$ cat src/rtl/mem_port_arbiter_if.sv
// Request/response channel between a memory requester and a memory target.
// A requester (cpu port, or the arbiter towards memory) uses master; a target uses slave.
interface mem_port_arbiter_if;
    logic        req_valid;
    logic        req_ready;
    logic [29:0] addr;
    logic [3:0]  wmask;
    logic [31:0] wdata;
    logic        resp_valid;
    logic [31:0] rdata;
    logic        error;

    modport master (
        output req_valid, addr, wmask, wdata,
        input  req_ready, resp_valid, rdata, error
    );

    modport slave (
        input  req_valid, addr, wmask, wdata,
        output req_ready, resp_valid, rdata, error
    );
endinterface

$ cat src/rtl/mem_port_arbiter.sv
// Two-port round-robin arbiter onto a single in-order memory port.
// An owner FIFO remembers which port issued each in-flight request so that responses route back.
module mem_port_arbiter #(
    parameter int DEPTH = 4
) (
    input  logic                     clk,
    input  logic                     rst,
    mem_port_arbiter_if.slave        port0,
    mem_port_arbiter_if.slave        port1,
    mem_port_arbiter_if.master       mem,
    output logic [$clog2(DEPTH):0]   outstanding,
    output logic                     protocol_err
);
    localparam int PTR_W = $clog2(DEPTH);
    localparam int CNT_W = PTR_W + 1;

    logic             last_grant;
    logic [PTR_W-1:0] wr_ptr;
    logic [PTR_W-1:0] rd_ptr;
    logic [CNT_W-1:0] count;
    logic [DEPTH-1:0] owner_q;

    logic full;
    logic gnt0;
    logic gnt1;
    logic push;
    logic pop;
    logic head_owner;

    // Port 1 wins when it is the only requester, or on a tie when port 0 was granted last.
    always_comb begin
        full       = (count == CNT_W'(DEPTH));
        gnt1       = port1.req_valid & (~port0.req_valid | ~last_grant);
        gnt0       = port0.req_valid & ~gnt1;
        push       = (gnt0 | gnt1) & mem.req_ready & ~full;
        pop        = mem.resp_valid & (count != '0);
        head_owner = owner_q[rd_ptr];
    end

    assign mem.req_valid   = (port0.req_valid | port1.req_valid) & ~full;
    assign port0.req_ready = gnt0 & mem.req_ready & ~full;
    assign port1.req_ready = gnt1 & mem.req_ready & ~full;
    assign mem.addr        = gnt1 ? port1.addr  : port0.addr;
    assign mem.wmask       = gnt1 ? port1.wmask : port0.wmask;
    assign mem.wdata       = gnt1 ? port1.wdata : port0.wdata;
    assign outstanding     = count;

    always_ff @(posedge clk or negedge rst) begin
        if (!rst) begin
            last_grant   <= 1'b1;
            wr_ptr       <= '0;
            rd_ptr       <= '0;
            count        <= '0;
            owner_q      <= '0;
            protocol_err <= 1'b0;
        end else begin
            if (push) begin
                owner_q[wr_ptr] <= gnt1;
                wr_ptr          <= wr_ptr + PTR_W'(1);
                last_grant      <= gnt1;
            end
            if (pop) begin
                rd_ptr <= rd_ptr + PTR_W'(1);
            end
            case ({push, pop})
                2'b10:   count <= count + CNT_W'(1);
                2'b01:   count <= count - CNT_W'(1);
                default: count <= count;
            endcase
            if (mem.resp_valid && !pop) begin
                protocol_err <= 1'b1;
            end
        end
    end

    // Response data/error hold their last value between pulses.
    always_ff @(posedge clk or negedge rst) begin
        if (!rst) begin
            port0.resp_valid <= 1'b0;
            port0.rdata      <= '0;
            port0.error      <= 1'b0;
            port1.resp_valid <= 1'b0;
            port1.rdata      <= '0;
            port1.error      <= 1'b0;
        end else begin
            port0.resp_valid <= pop & ~head_owner;
            port1.resp_valid <= pop & head_owner;
            if (pop && !head_owner) begin
                port0.rdata <= mem.rdata;
                port0.error <= mem.error;
            end
            if (pop && head_owner) begin
                port1.rdata <= mem.rdata;
                port1.error <= mem.error;
            end
        end
    end
endmodule

$ cat src/flat_wrapper.sv
// flat-port wrapper written by rule: the top's interface ports become plain ports
module mem_port_arbiter_flat 
#(
    parameter int DEPTH = 4
)
  (clk, rst, outstanding, protocol_err, port0_req_valid, port0_addr, port0_wmask, port0_wdata, port0_req_ready, port0_resp_valid, port0_rdata, port0_error, port1_req_valid, port1_addr, port1_wmask, port1_wdata, port1_req_ready, port1_resp_valid, port1_rdata, port1_error, mem_req_valid, mem_addr, mem_wmask, mem_wdata, mem_req_ready, mem_resp_valid, mem_rdata, mem_error);
  mem_port_arbiter_if port0_i ();
  mem_port_arbiter_if port1_i ();
  mem_port_arbiter_if mem_i ();
  input  logic clk;
  input  logic rst;
  output logic [$clog2(DEPTH):0] outstanding;
  output logic protocol_err;
  input wire logic [$bits(port0_i.req_valid)-1:0] port0_req_valid;
  input wire logic [$bits(port0_i.addr)-1:0] port0_addr;
  input wire logic [$bits(port0_i.wmask)-1:0] port0_wmask;
  input wire logic [$bits(port0_i.wdata)-1:0] port0_wdata;
  output wire logic [$bits(port0_i.req_ready)-1:0] port0_req_ready;
  output wire logic [$bits(port0_i.resp_valid)-1:0] port0_resp_valid;
  output wire logic [$bits(port0_i.rdata)-1:0] port0_rdata;
  output wire logic [$bits(port0_i.error)-1:0] port0_error;
  input wire logic [$bits(port1_i.req_valid)-1:0] port1_req_valid;
  input wire logic [$bits(port1_i.addr)-1:0] port1_addr;
  input wire logic [$bits(port1_i.wmask)-1:0] port1_wmask;
  input wire logic [$bits(port1_i.wdata)-1:0] port1_wdata;
  output wire logic [$bits(port1_i.req_ready)-1:0] port1_req_ready;
  output wire logic [$bits(port1_i.resp_valid)-1:0] port1_resp_valid;
  output wire logic [$bits(port1_i.rdata)-1:0] port1_rdata;
  output wire logic [$bits(port1_i.error)-1:0] port1_error;
  output wire logic [$bits(mem_i.req_valid)-1:0] mem_req_valid;
  output wire logic [$bits(mem_i.addr)-1:0] mem_addr;
  output wire logic [$bits(mem_i.wmask)-1:0] mem_wmask;
  output wire logic [$bits(mem_i.wdata)-1:0] mem_wdata;
  input wire logic [$bits(mem_i.req_ready)-1:0] mem_req_ready;
  input wire logic [$bits(mem_i.resp_valid)-1:0] mem_resp_valid;
  input wire logic [$bits(mem_i.rdata)-1:0] mem_rdata;
  input wire logic [$bits(mem_i.error)-1:0] mem_error;
  assign port0_i.req_valid = port0_req_valid;
  assign port0_i.addr = port0_addr;
  assign port0_i.wmask = port0_wmask;
  assign port0_i.wdata = port0_wdata;
  assign port0_req_ready = port0_i.req_ready;
  assign port0_resp_valid = port0_i.resp_valid;
  assign port0_rdata = port0_i.rdata;
  assign port0_error = port0_i.error;
  assign port1_i.req_valid = port1_req_valid;
  assign port1_i.addr = port1_addr;
  assign port1_i.wmask = port1_wmask;
  assign port1_i.wdata = port1_wdata;
  assign port1_req_ready = port1_i.req_ready;
  assign port1_resp_valid = port1_i.resp_valid;
  assign port1_rdata = port1_i.rdata;
  assign port1_error = port1_i.error;
  assign mem_req_valid = mem_i.req_valid;
  assign mem_addr = mem_i.addr;
  assign mem_wmask = mem_i.wmask;
  assign mem_wdata = mem_i.wdata;
  assign mem_i.req_ready = mem_req_ready;
  assign mem_i.resp_valid = mem_resp_valid;
  assign mem_i.rdata = mem_rdata;
  assign mem_i.error = mem_error;
  mem_port_arbiter #(.DEPTH(DEPTH)) u_core (.clk(clk), .rst(rst), .port0(port0_i), .port1(port1_i), .mem(mem_i), .outstanding(outstanding), .protocol_err(protocol_err));
endmodule
$ cat config.mk
export PLATFORM = sky130hd
export DESIGN_NAME = mem_port_arbiter_flat
export DESIGN_NICKNAME = d
export VERILOG_FILES = /design/src/rtl/mem_port_arbiter_if.sv /design/src/rtl/mem_port_arbiter.sv /design/src/flat_wrapper.sv
export SDC_FILE = /design/constraint.sdc
export NUM_CORES = 1
export LEC_CHECK = 0
export BUFFER_PORTS_ARGS = -buffer_cell sky130_fd_sc_hd__buf_2
export CAP_MARGIN = 20
export CORE_AREA = 2 2 120 122
export DETAILED_ROUTE_END_ITERATION = 8
export DIE_AREA = 0 0 122 124
export GPL_TIMING_DRIVEN = 0
export PLACE_DENSITY = 0.66
export SLEW_MARGIN = 20
export SYNTH_ARGS = -nofsm -noshare
export SYNTH_HDL_FRONTEND = slang
export SYNTH_SLANG_ARGS = --single-unit
$ cat constraint.sdc
create_clock -name clk -period 2.2 [get_ports clk]
set_input_delay 0.55 -clock clk [delete_from_list [all_inputs] [get_ports clk]]
set_output_delay 0.55 -clock clk [all_outputs]
set_load 0.05 [all_outputs]
==> results of run 1 <==
-- registers in the layout, indices dropped and copies added (netlist names) --
| register | flops |
|---|---|
| u_core.port1.resp_valid | 1 |
| u_core.wr_ptr | 2 |
| u_core.last_grant | 1 |
| u_core.port1.error | 1 |
| u_core.protocol_err | 1 |
| u_core.port0.error | 1 |
| u_core.port1.rdata | 32 |
| u_core.port0.rdata | 32 |
| u_core.owner_q | 4 |
| u_core.outstanding | 3 |
| u_core.rd_ptr | 2 |
| u_core.port0.resp_valid | 1 |
-- final cells by class --
cell class	count	area (um^2)
Antenna cell	2	5.005
Clock inverter	4	56.30
Buffer	17	285.3
Tap cell	180	225.2
Timing Repair Buffer	324	2195
Clock buffer	12	256.5
Fill cell	1167	6357
Inverter	7	26.28
Sequential cell	81	2032
Multi-Input combinational cell	172	2281
-- how the worst max path moves through the flow --
stage	from	to	slack (ns)	cells past startpoint
2_1_floorplan	u_core.outstanding[2]$_DFFE_PN0P_	u_core.outstanding[2]$_DFFE_PN0P_	-0.11	9
6_report	u_core.last_grant$_DFFE_PN1P_	mem_addr[3]	-0.10	5
3_5_place_dp	port1_req_valid	mem_wdata[3]	-0.34	6
4_1_cts	u_core.last_grant$_DFFE_PN1P_	mem_wdata[20]	-0.11	5
3_3_place_gp	port1_req_valid	mem_wdata[9]	-0.35	6
5_1_grt	u_core.last_grant$_DFFE_PN1P_	mem_wdata[20]	-0.14	5
-- layer usage --
metal  GRT usage, %  vias up
met5              0        -
met4          7.328        0
met3          4.762       21
met2          32.19      179
met1          21.57     1828
li1               -     1666
-- synthesized netlist by cell type, types with 2 or more instances --
cell type / number / area [um^2]
dfrtp_1: 80 / 2002
clkbuf_1: 3 / 11.26
o2111ai_1: 4 / 35.03
inv_1: 7 / 26.28
xor2_1: 2 / 17.52
ha_1: 5 / 62.56
xnor2_1: 4 / 35.03
buf_6: 3 / 33.78
mux2_2: 107 / 1205
mux2_4: 29 / 435.4
nor2_1: 2 / 7.510
buf_2: 9 / 45.04
buf_12: 3 / 60.06
-- what timing repair did --
action / in CTS / in global routing
setup buffers: 6 / 5
gates resized for setup: 175 / 7
pin swaps: 1 / 5
cloned: 2 / 3
endpoints found under the setup margin: 70 / 69
-- metrics by stage --
| step | util (%) | setup WS, ns |
|---|---|---|
| after floorplan | - | -0.1069 |
| after global placement | 45.51 | -0.3516 |
| after detailed placement | 45.73 | -0.3450 |
| after CTS | 52.71 | -0.1110 |
| after global routing | 53.66 | -0.1385 |
| final | 53.66 | -0.1008 |
-- critical path: cells and delay by family, from the launching register on --
kind / cells / cell delay, ns
compound gates: 1 / 0.07
flops: 1 / 0.56
buf+inv: 3 / 0.47
mux: 1 / 0.30
-- power breakdown --
part	leakage, nW	total (W)	switching [W]	internal (W)
registers	0.950	0.00273	0.000443	0.00229
logic	2.70	0.00747	0.00464	0.00282
clock network	0.154	0.00155	0.000594	0.000953
total	3.80	0.0117	0.00568	0.00606
-- kinds of logic (layout without fill, tap and decap cells) --
group	after synthesis	after routing	synth area share, %
simple gates	9	10	1.609
flops	81	81	48.32
buf+inv	25	364	4.203
other cells	0	2	0
mux	139	139	40.12
compound gates	11	11	2.534
xor+xnor	6	6	1.252
fa+ha+maj	6	6	1.967
==> flow_summary.yaml, run 1 <==
status:
  status: "complete, but fails checks"
  violations: "setup timing"
setup_path:
  worstReg2RegStart: "u_core.outstanding[0]$_DFFE_PN0P_"
  cp-start-kind: "flop"
  arrival_ns: 1.75
  cp_cell_sequence: "a21boi_4 > buf_6 > clkbuf_16 > mux2_4 > buf_6"
  reg2reg_setup_slack_ns: 0.13
  crit_path_end_kind: "primary output"
  cpMaxStageDelayCell: "dfstp_2"
  cpMostUsedCell: "buf_6"
  crit_fanout: 6
  rr_endpoint: "u_core.outstanding[2]$_DFFE_PN0P_"
  r2r.worst_path.cells: 8
  cp.required_ns: 1.65
  slowest_delay_ns: 0.56
  worstSetupPathType: "flop to primary output"
cts:
  clk_pin_slew_ns: 0.06
  htree_num_levels: 3
  clk-insertion-delay-late_ns: 0.33
  cts_tree: "done"
  numClockSinks: 81
  postCtsHoldBufs: 0
  cts_buffers: 9
  cts_root_buffer: "clkbuf_16"
  cts_buffer_depth: 2
detailed_routing:
  wire_per_inst_um: 18.70
  drc: 0
  ant_nets: 0
  routed_via_density: 4.623
  met1_length_um: 5700
  wl_met2_um: 7627
  drt_iter0_markers: 63
  dr_wl_met3_um: 1281
  wirelength_um: 14950
  highest_layer: "met4"
  drtPass1Iterations: 4
  vias: 3694
timing:
  fmax_mhz: 434.6
  hold_ws_ns: 0.1023
  period_share_pct: 104.6
  final_max_slew_viol_count: 0
  fin_worst_skew_ns: 0.009639
  worst_pin_slew_ns: 0.4389
  fin_crit_ns: 2.301
  finalSetupTns_ns: -5.328
  setup-violations-final: 66
  rsz0062_at_grt: "true"
  relSlewSlack_pct: 70.74
  setup_slack_ns: -0.1008
  report.final.hold_viol_count: 0
grt:
  track_usage_pct: 18.40
  overflow: 0
  grt_antenna_before_repair: 2
  grt_pass1_vias: 3777
  grt_pass1_wl_um: 20690
  grt_start_max_net_pins: 61
power_and_ir_drop:
  p_leak_nw: 3.804
  p_per_area_mw_per_mm2: 1595
  p_total_w: 0.01174
  ir_drop_mv: 1.346
synthesis:
  yosysSeqAreaShare_pct: 48.32
  synthesis.nets: 454
  yosysWarnings: 0
  ys_async_sr_fraction_pct: 100.0
  netlist_instances: 277
  ys_types: 32
  synth-main-ff-cell: "dfrtp_1"
  synth_seq_cells: 81
  synthesis.area_mm2: 0.004198
  synth_edf_count: 0
  syn_avg_cell_area_um2: 15.15
floorplan:
  die_area_mm2: 0.01513
  dieWidth_um: 122
  die_h_um: 124
  start_util_pct: 30.60
  core_area_mm2: 0.01372
  rows: 43
  ioPinCount: 312
final_layout:
  synthToLayoutAreaGrowth_pct: 75.38
  instances_no_fill: 799
  final_area_mm2: 0.007362
  drive_gt1_share_pct: 82.17
  final_cell_mix: "239 x buf_2, 94 x mux2_4, 77 x dfrtp_1"
  final_nets: 789
  layout_commonest_cell: "buf_2"
place:
  routabilityCongestion: 0.8728
  dpl_cell_area_mm2: 0.006274
  portBuffers: 308
  hpwlAfterDp_um: 11960
  dp.cells: 766
run:
  maxCapViolations: 0
worst_hold_path:
  hp-class: "input port to asynchronous set/reset pin"
(Power assumes the default switching activity.)
==> inputs of run 2 (changes only) <==
ABC_AREA = 1   (was default)
==> run 2 against run 1 <==
  * The run still ends with setup timing left
  * Combinational power fell by 11%
  * Via count up 37%
  * Non-clock buffer count rose by 12
  * First-iteration DRC count grew to 6.3 times the previous value
  * Flip-flop and latch count did not move
  * Clock-buffer cell count did not move
  * Maximum frequency grew 4.0%
  * Synthesized area is 0.18% lower
  * Highest routed layer unchanged
==> flow_summary.yaml, run 2 <==
synthesis:
  yosysSeqAreaShare_pct: 48.40
  ys_types: 23
  synth_seq_cells: 81
  synth-xor-area-share_pct: 0.6271
  synth_edf_count: 0
  synthTopCellsByArea: "dfrtp_1 48%, nand2_1 32%, nand3_1 8.8%"
  synthesis.nets: 765
  synth_compound_area_share_pct: 2.001
  synth_top_area_share_pct: 47.78
  syn_avg_cell_area_um2: 7.126
  synth-main-ff-cell: "dfrtp_1"
  ys_async_sr_fraction_pct: 100.0
  synthesis.area_mm2: 0.004190
  synthMuxAreaShare_pct: 0
  synth_fa_ha_area_share_pct: 1.971
  synth_common_cells: "356 x nand2_1, 80 x dfrtp_1, 74 x nand3_1"
  synth_top_family_by_area: "simple AND/OR/NAND/NOR gates"
  netlist_instances: 588
  yosys.cell_count.top_type: "nand2_1"
  yosysTopAreaCell: "dfrtp_1"
  yosysWarnings: 0
  synth_simple_gate_area_share_pct: 41.86
timing:
  setup-violations-final: 2
  final_max_slew_viol_count: 0
  relSlewSlack_pct: 68.16
  worst_pin_slew_ns: 0.4776
  finalSetupTns_ns: -0.01994
  report.final.hold_viol_count: 0
  fin_worst_skew_ns: 0.009311
  period_share_pct: 100.6
  fmax_mhz: 451.9
  rsz0062_at_grt: "true"
  setup_slack_ns: -0.01288
  fin_crit_ns: 2.213
detailed_routing:
  drc: 0
  routed_via_density: 4.585
  wirelength_um: 17210
  vias: 5062
  wire_per_inst_um: 15.59
  drtPass1Iterations: 5
  drt_iter0_markers: 400
  ant_nets: 0
power_and_ir_drop:
  p_leak_nw: 4.230
  p_per_area_mw_per_mm2: 1477
  p_total_w: 0.01059
  ir_drop_mv: 0.4637
floorplan:
  start_util_pct: 30.54
  die_h_um: 124
  rows: 43
  die_area_mm2: 0.01513
  core_area_mm2: 0.01372
  ioPinCount: 312
  dieWidth_um: 122
setup_path:
  cp-start-kind: "flop"
  crit_fanout: 6
  cp.depth: 8
  crit_buf_inv: 4
  worstSetupPathType: "flop to primary output"
  cp.required_ns: 1.65
  crit_path_end_kind: "primary output"
  slowest_delay_ns: 0.54
  r2r.worst_path.cells: 9
  cp_cell_sequence: "nand2_2 > nand2_4 > inv_4 > buf_12 > buf_8 > nand2_1 > nand2_2 > buf_8"
  cpMaxStageDelayCell: "dfstp_2"
  cp_top_family: "flip-flops"
  arrival_ns: 1.66
grt:
  track_usage_pct: 21.68
  grt_start_max_net_pins: 47
  grt_pass1_vias: 4656
  grt_antenna_before_repair: 3
  grt_pass1_wl_um: 24850
  overflow: 0
final_layout:
  synthToLayoutAreaGrowth_pct: 71.07
  final_nets: 1095
  layout_commonest_cell: "nand2_1"
  drive_gt1_share_pct: 45.49
  reg.largest.list: "u_core.port0.rdata: 32 flops, u_core.port1.rdata: 32 flops, u_core.owner_q: 4 flops"
  fin_util_pct: 52.25
  final_cell_mix: "314 x nand2_1, 257 x buf_2, 77 x dfrtp_1"
cts:
  numClockSinks: 81
  postCtsHoldBufs: 0
  htree_num_levels: 3
  cts_tree: "done"
  clk_pin_slew_ns: 0.06
  clk-insertion-delay-late_ns: 0.34
  cts_root_buffer: "clkbuf_16"
  cts_buffer_depth: 2
  cts_buffers: 9
place:
  hpwlAfterDp_um: 13420
  routabilityCongestion: 0.9031
  portBuffers: 311
status:
  violations: "setup timing"
  status: "complete, but fails checks"
run:
  maxCapViolations: 0
worst_hold_path:
  hp-class: "input port to asynchronous set/reset pin"
[run 2: cell types whose count changed after synthesis, moves of 4 or more]
cell / previous run / this run
nand3_1: 1 / 74
mux2_2: 107 / 0
nand2_1: 1 / 356
mux2_4: 29 / 0
clkbuf_1: 3 / 9
buf_2: 9 / 19
o2111ai_1: 4 / 0
o21ai_0: 0 / 7
inv_1: 7 / 12
[run 2: logic make-up (layout without fill, tap and decap cells)]
family | Yosys count | count (layout)
xor+xnor | 3 | 3
compound gates | 13 | 13
other cells | 0 | 3
simple gates | 439 | 439
fa+ha+maj | 6 | 6
flops | 81 | 81
buf+inv | 46 | 379
[run 2: power breakdown]
part | internal [W] | total (W) | switching (W) | leakage, nW
registers | 0.00217 | 0.00256 | 0.000394 | 1.01
logic | 0.00181 | 0.00664 | 0.00483 | 3.09
clock network | 0.000813 | 0.00139 | 0.000573 | 0.127
[run 2: path summary, 6_finish.rpt]
kind	start	to	slack, ns
max	u_core.last_grant$_DFFE_PN1P_	mem_wmask[2]	-0.01
min	rst	u_core.port0.rdata[18]$_DFFE_PN0P_	0.18
max reg2reg	u_core.outstanding[0]$_DFFE_PN0P_	u_core.outstanding[2]$_DFFE_PN0P_	0.14
min reg2reg	u_core.port1.error$_DFFE_PN0P_	u_core.port1.error$_DFFE_PN0P_	0.46
max in group asynchronous	rst	u_core.last_grant$_DFFE_PN1P_	1.38
min in group clk	mem_rdata[1]	u_core.port0.rdata[1]$_DFFE_PN0P_	0.46
[run 2: worst reg2reg max path: cells and delay by family, from the launching register on]
family,cells,cell delay (ns)
xor gates and xnor gates,1,0.14
adders and majority gates,2,0.54
and+or+nand+nor,3,0.45
DFF,1,0.41
AOI/OAI and AO/OA,1,0.19
buffers and inverters,2,0.27
[run 2: cell type report]
class                      instances  area [um^2]
clock buffer                      12        256.5
timing repair buffer             319         2135
inverter                          12        47.55
tap                              180        225.2
multi-input combinational        461         2112
antenna                            3        7.507
clock inverter                     2        15.01
sequential                        81         2032
buffer                            34        337.8
fill                            1335         6551
[run 2: per-layer routing]
metal | GRT usage (%) | vias to the layer above | routed length (um)
met3 | 7.875 | 29 | 1669
li1 | - | 2503 | -
met4 | 7.830 | 0 | 387
met2 | 35.20 | 219 | 8215
met5 | 0 | - | 0
met1 | 26.56 | 2311 | 6939
[run 2: repair_timing]
item / 4_1_cts / 5_1_grt
setup buffers: 2 / 3
endpoints found under the hold margin: 0 / 0
endpoints found under the setup margin: 69 / 69
gates cloned: 0 / 2
resized for setup: 207 / 41
pin swaps: 1 / 6
[run 2: stage by stage]
step | cell area (um^2) | std cells | setup slack (ns) | hold WS [ns]
finish | 7168 | 1104 | -0.01288 | 0.1783
global route | 7166 | 1103 | -0.07631 | 0.2061
CTS | 6955 | 1096 | -0.04887 | 0.1851
detailed placement | 6018 | 1080 | -0.4047 | 0.4535
global placement | 5988 | 1079 | -0.4371 | 0.4476
floorplan | 4207 | 588 | -0.007655 | 0.2544
==> inputs of run 3 (changes only) <==
GPL_TIMING_DRIVEN = default   (was 0)
==> run 3 against run 2 <==
  * The run now ends clean
  * Critical path depth down 1
  * Register-to-register slack better by 0.06 ns
  * Maximum frequency up 1.1%
  * Clock-buffer cell count down 2
  * Clock power down 4%
  * Flip-flop and latch count unchanged
  * Sequential power about the same
  * Critical path type unchanged
  * Critical endpoint is now mem_addr[27]
  * Largest cell class unchanged
  * Largest power group unchanged
  * Highest routed layer unchanged
==> flow_summary.yaml, run 3 (synthesis results as in run 2) <==
final_layout:
  final_area_mm2: 0.007023
  final_nets: 1077
  instances_no_fill: 1086
  drive_gt1_share_pct: 42.98
  final_cell_mix: "332 x nand2_1, 243 x buf_2, 77 x dfrtp_1"
  synthToLayoutAreaGrowth_pct: 67.60
  layout_commonest_cell: "nand2_1"
  reg.largest.list: "u_core.port0.rdata: 32 flops, u_core.port1.rdata: 32 flops, u_core.owner_q: 4 flops"
setup_path:
  cp_top_family: "flip-flops"
  arrival_ns: 1.64
  cpMostUsedCell: "nand2_1"
  cp.required_ns: 1.65
  cp_cell_sequence: "nand2_4 > nand2_8 > inv_8 > clkbuf_16 > nand2_1 > nand2_1 > buf_6"
  slowest_delay_ns: 0.56
  cpMaxStageDelayCell: "dfstp_2"
  crit_path_end_kind: "primary output"
  worstSetupPathType: "flop to primary output"
  crit_fanout: 16
  cp-start-kind: "flop"
  crit_buf_inv: 3
detailed_routing:
  wirelength_um: 17350
  vias: 5039
  wire_per_inst_um: 15.98
  drt_iter0_markers: 256
  drtPass1Iterations: 4
  ant_nets: 0
  routed_via_density: 4.640
  drc: 0
power_and_ir_drop:
  p_total_w: 0.01047
  ir_drop_mv: 0.4983
  p_leak_nw: 4.149
  p_per_area_mw_per_mm2: 1491
cts:
  cts_root_buffer: "clkbuf_16"
  htree_num_levels: 3
  cts_buffers: 9
  cts_tree: "done"
  cts_buffer_depth: 2
  numClockSinks: 81
  clk_pin_slew_ns: 0.06
  clk-insertion-delay-late_ns: 0.34
floorplan:
  die_h_um: 124
  core_area_mm2: 0.01372
  dieWidth_um: 122
  rows: 43
  die_area_mm2: 0.01513
  start_util_pct: 30.54
  ioPinCount: 312
grt:
  use_met2_pct: 34.92
  use_met1_pct: 25.56
  track_usage_pct: 21.62
  grt_pass1_vias: 4815
  overflow: 0
  grt_antenna_before_repair: 2
  grt_start_max_net_pins: 52
  use_met3_pct: 8.745
  grt_pass1_wl_um: 25090
  grt.busiest_layer: "met2"
worst_hold_path:
  hp-class: "input port to asynchronous set/reset pin"
place:
  dpl_cell_area_mm2: 0.006113
  hpwlAfterDp_um: 12690
  dp.cells: 1062
  routabilityCongestion: 0.9352
  portBuffers: 311
timing:
  period_share_pct: 99.51
  worst_pin_slew_ns: 0.5027
  rsz0062_at_grt: "true"
  fin_crit_ns: 2.189
  fin_worst_skew_ns: 0.004308
  finalSetupTns_ns: 0
  hold_ws_ns: 0.07564
  report.final.hold_viol_count: 0
  setup-violations-final: 0
  relSlewSlack_pct: 66.49
  fmax_mhz: 456.8
  final_max_slew_viol_count: 0
run:
  maxCapViolations: 0
status:
  status: "finished, final reports clean"
[run 3: what timing repair did]
item	in CTS	in global routing
endpoints found under the setup margin	67	66
resized for setup	108	53
hold buffers	0	0
setup buffers	1	0
gates cloned	2	4
pin swaps	2	2
[run 3: final timing paths]
kind,start,endpoint,slack [ns],cells past startpoint
setup / recovery,u_core.last_grant$_DFFE_PN1P_,mem_addr[27],0.01,7
hold / removal,rst,u_core.port0.rdata[8]$_DFFE_PN0P_,0.08,1
setup reg to reg,u_core.outstanding[1]$_DFFE_PN0P_,u_core.outstanding[2]$_DFFE_PN0P_,0.20,9
hold reg to reg,u_core.port0.rdata[14]$_DFFE_PN0P_,u_core.port0.rdata[14]$_DFFE_PN0P_,0.46,2
max in group asynchronous,rst,u_core.last_grant$_DFFE_PN1P_,1.52,2
min in group clk,mem_rdata[21],u_core.port0.rdata[21]$_DFFE_PN0P_,0.45,3
[run 3: routing by layer]
layer	wire [um]	vias up
met3	1958	36
met1	6710	2317
met2	8183	230
li1	-	2456
met5	0	-
met4	501	0
[run 3: power by group]
| group | total [W] | leakage (nW) | internal [W] | switching, W |
|---|---|---|---|---|
| sequential | 0.00254 | 1.01 | 0.00217 | 0.000375 |
| clock | 0.00134 | 0.128 | 0.000755 | 0.000587 |
| combinational | 0.00659 | 3.01 | 0.00177 | 0.00481 |
| total | 0.0105 | 4.15 | 0.00470 | 0.00577 |
[run 3: cell type report]
cell class                 instances  area [um^2]
inverter                          12        52.55
antenna                            1        2.502
timing repair buffer             334         2386
sequential                        81         2032
multi-input combinational        462         2061
clock buffer                      10        229.0
clock inverter                     6        35.03
tap                              180        225.2
fill                            1367         6696
[run 3: stage by stage]
step | util [%] | setup slack [ns]
detailed placement | 44.56 | 0.05083
finish | 51.19 | 0.01080
CTS | 49.26 | -0.01493
global route | 51.19 | -0.04835
global placement | 44.56 | 0.03428
floorplan | - | -0.007655
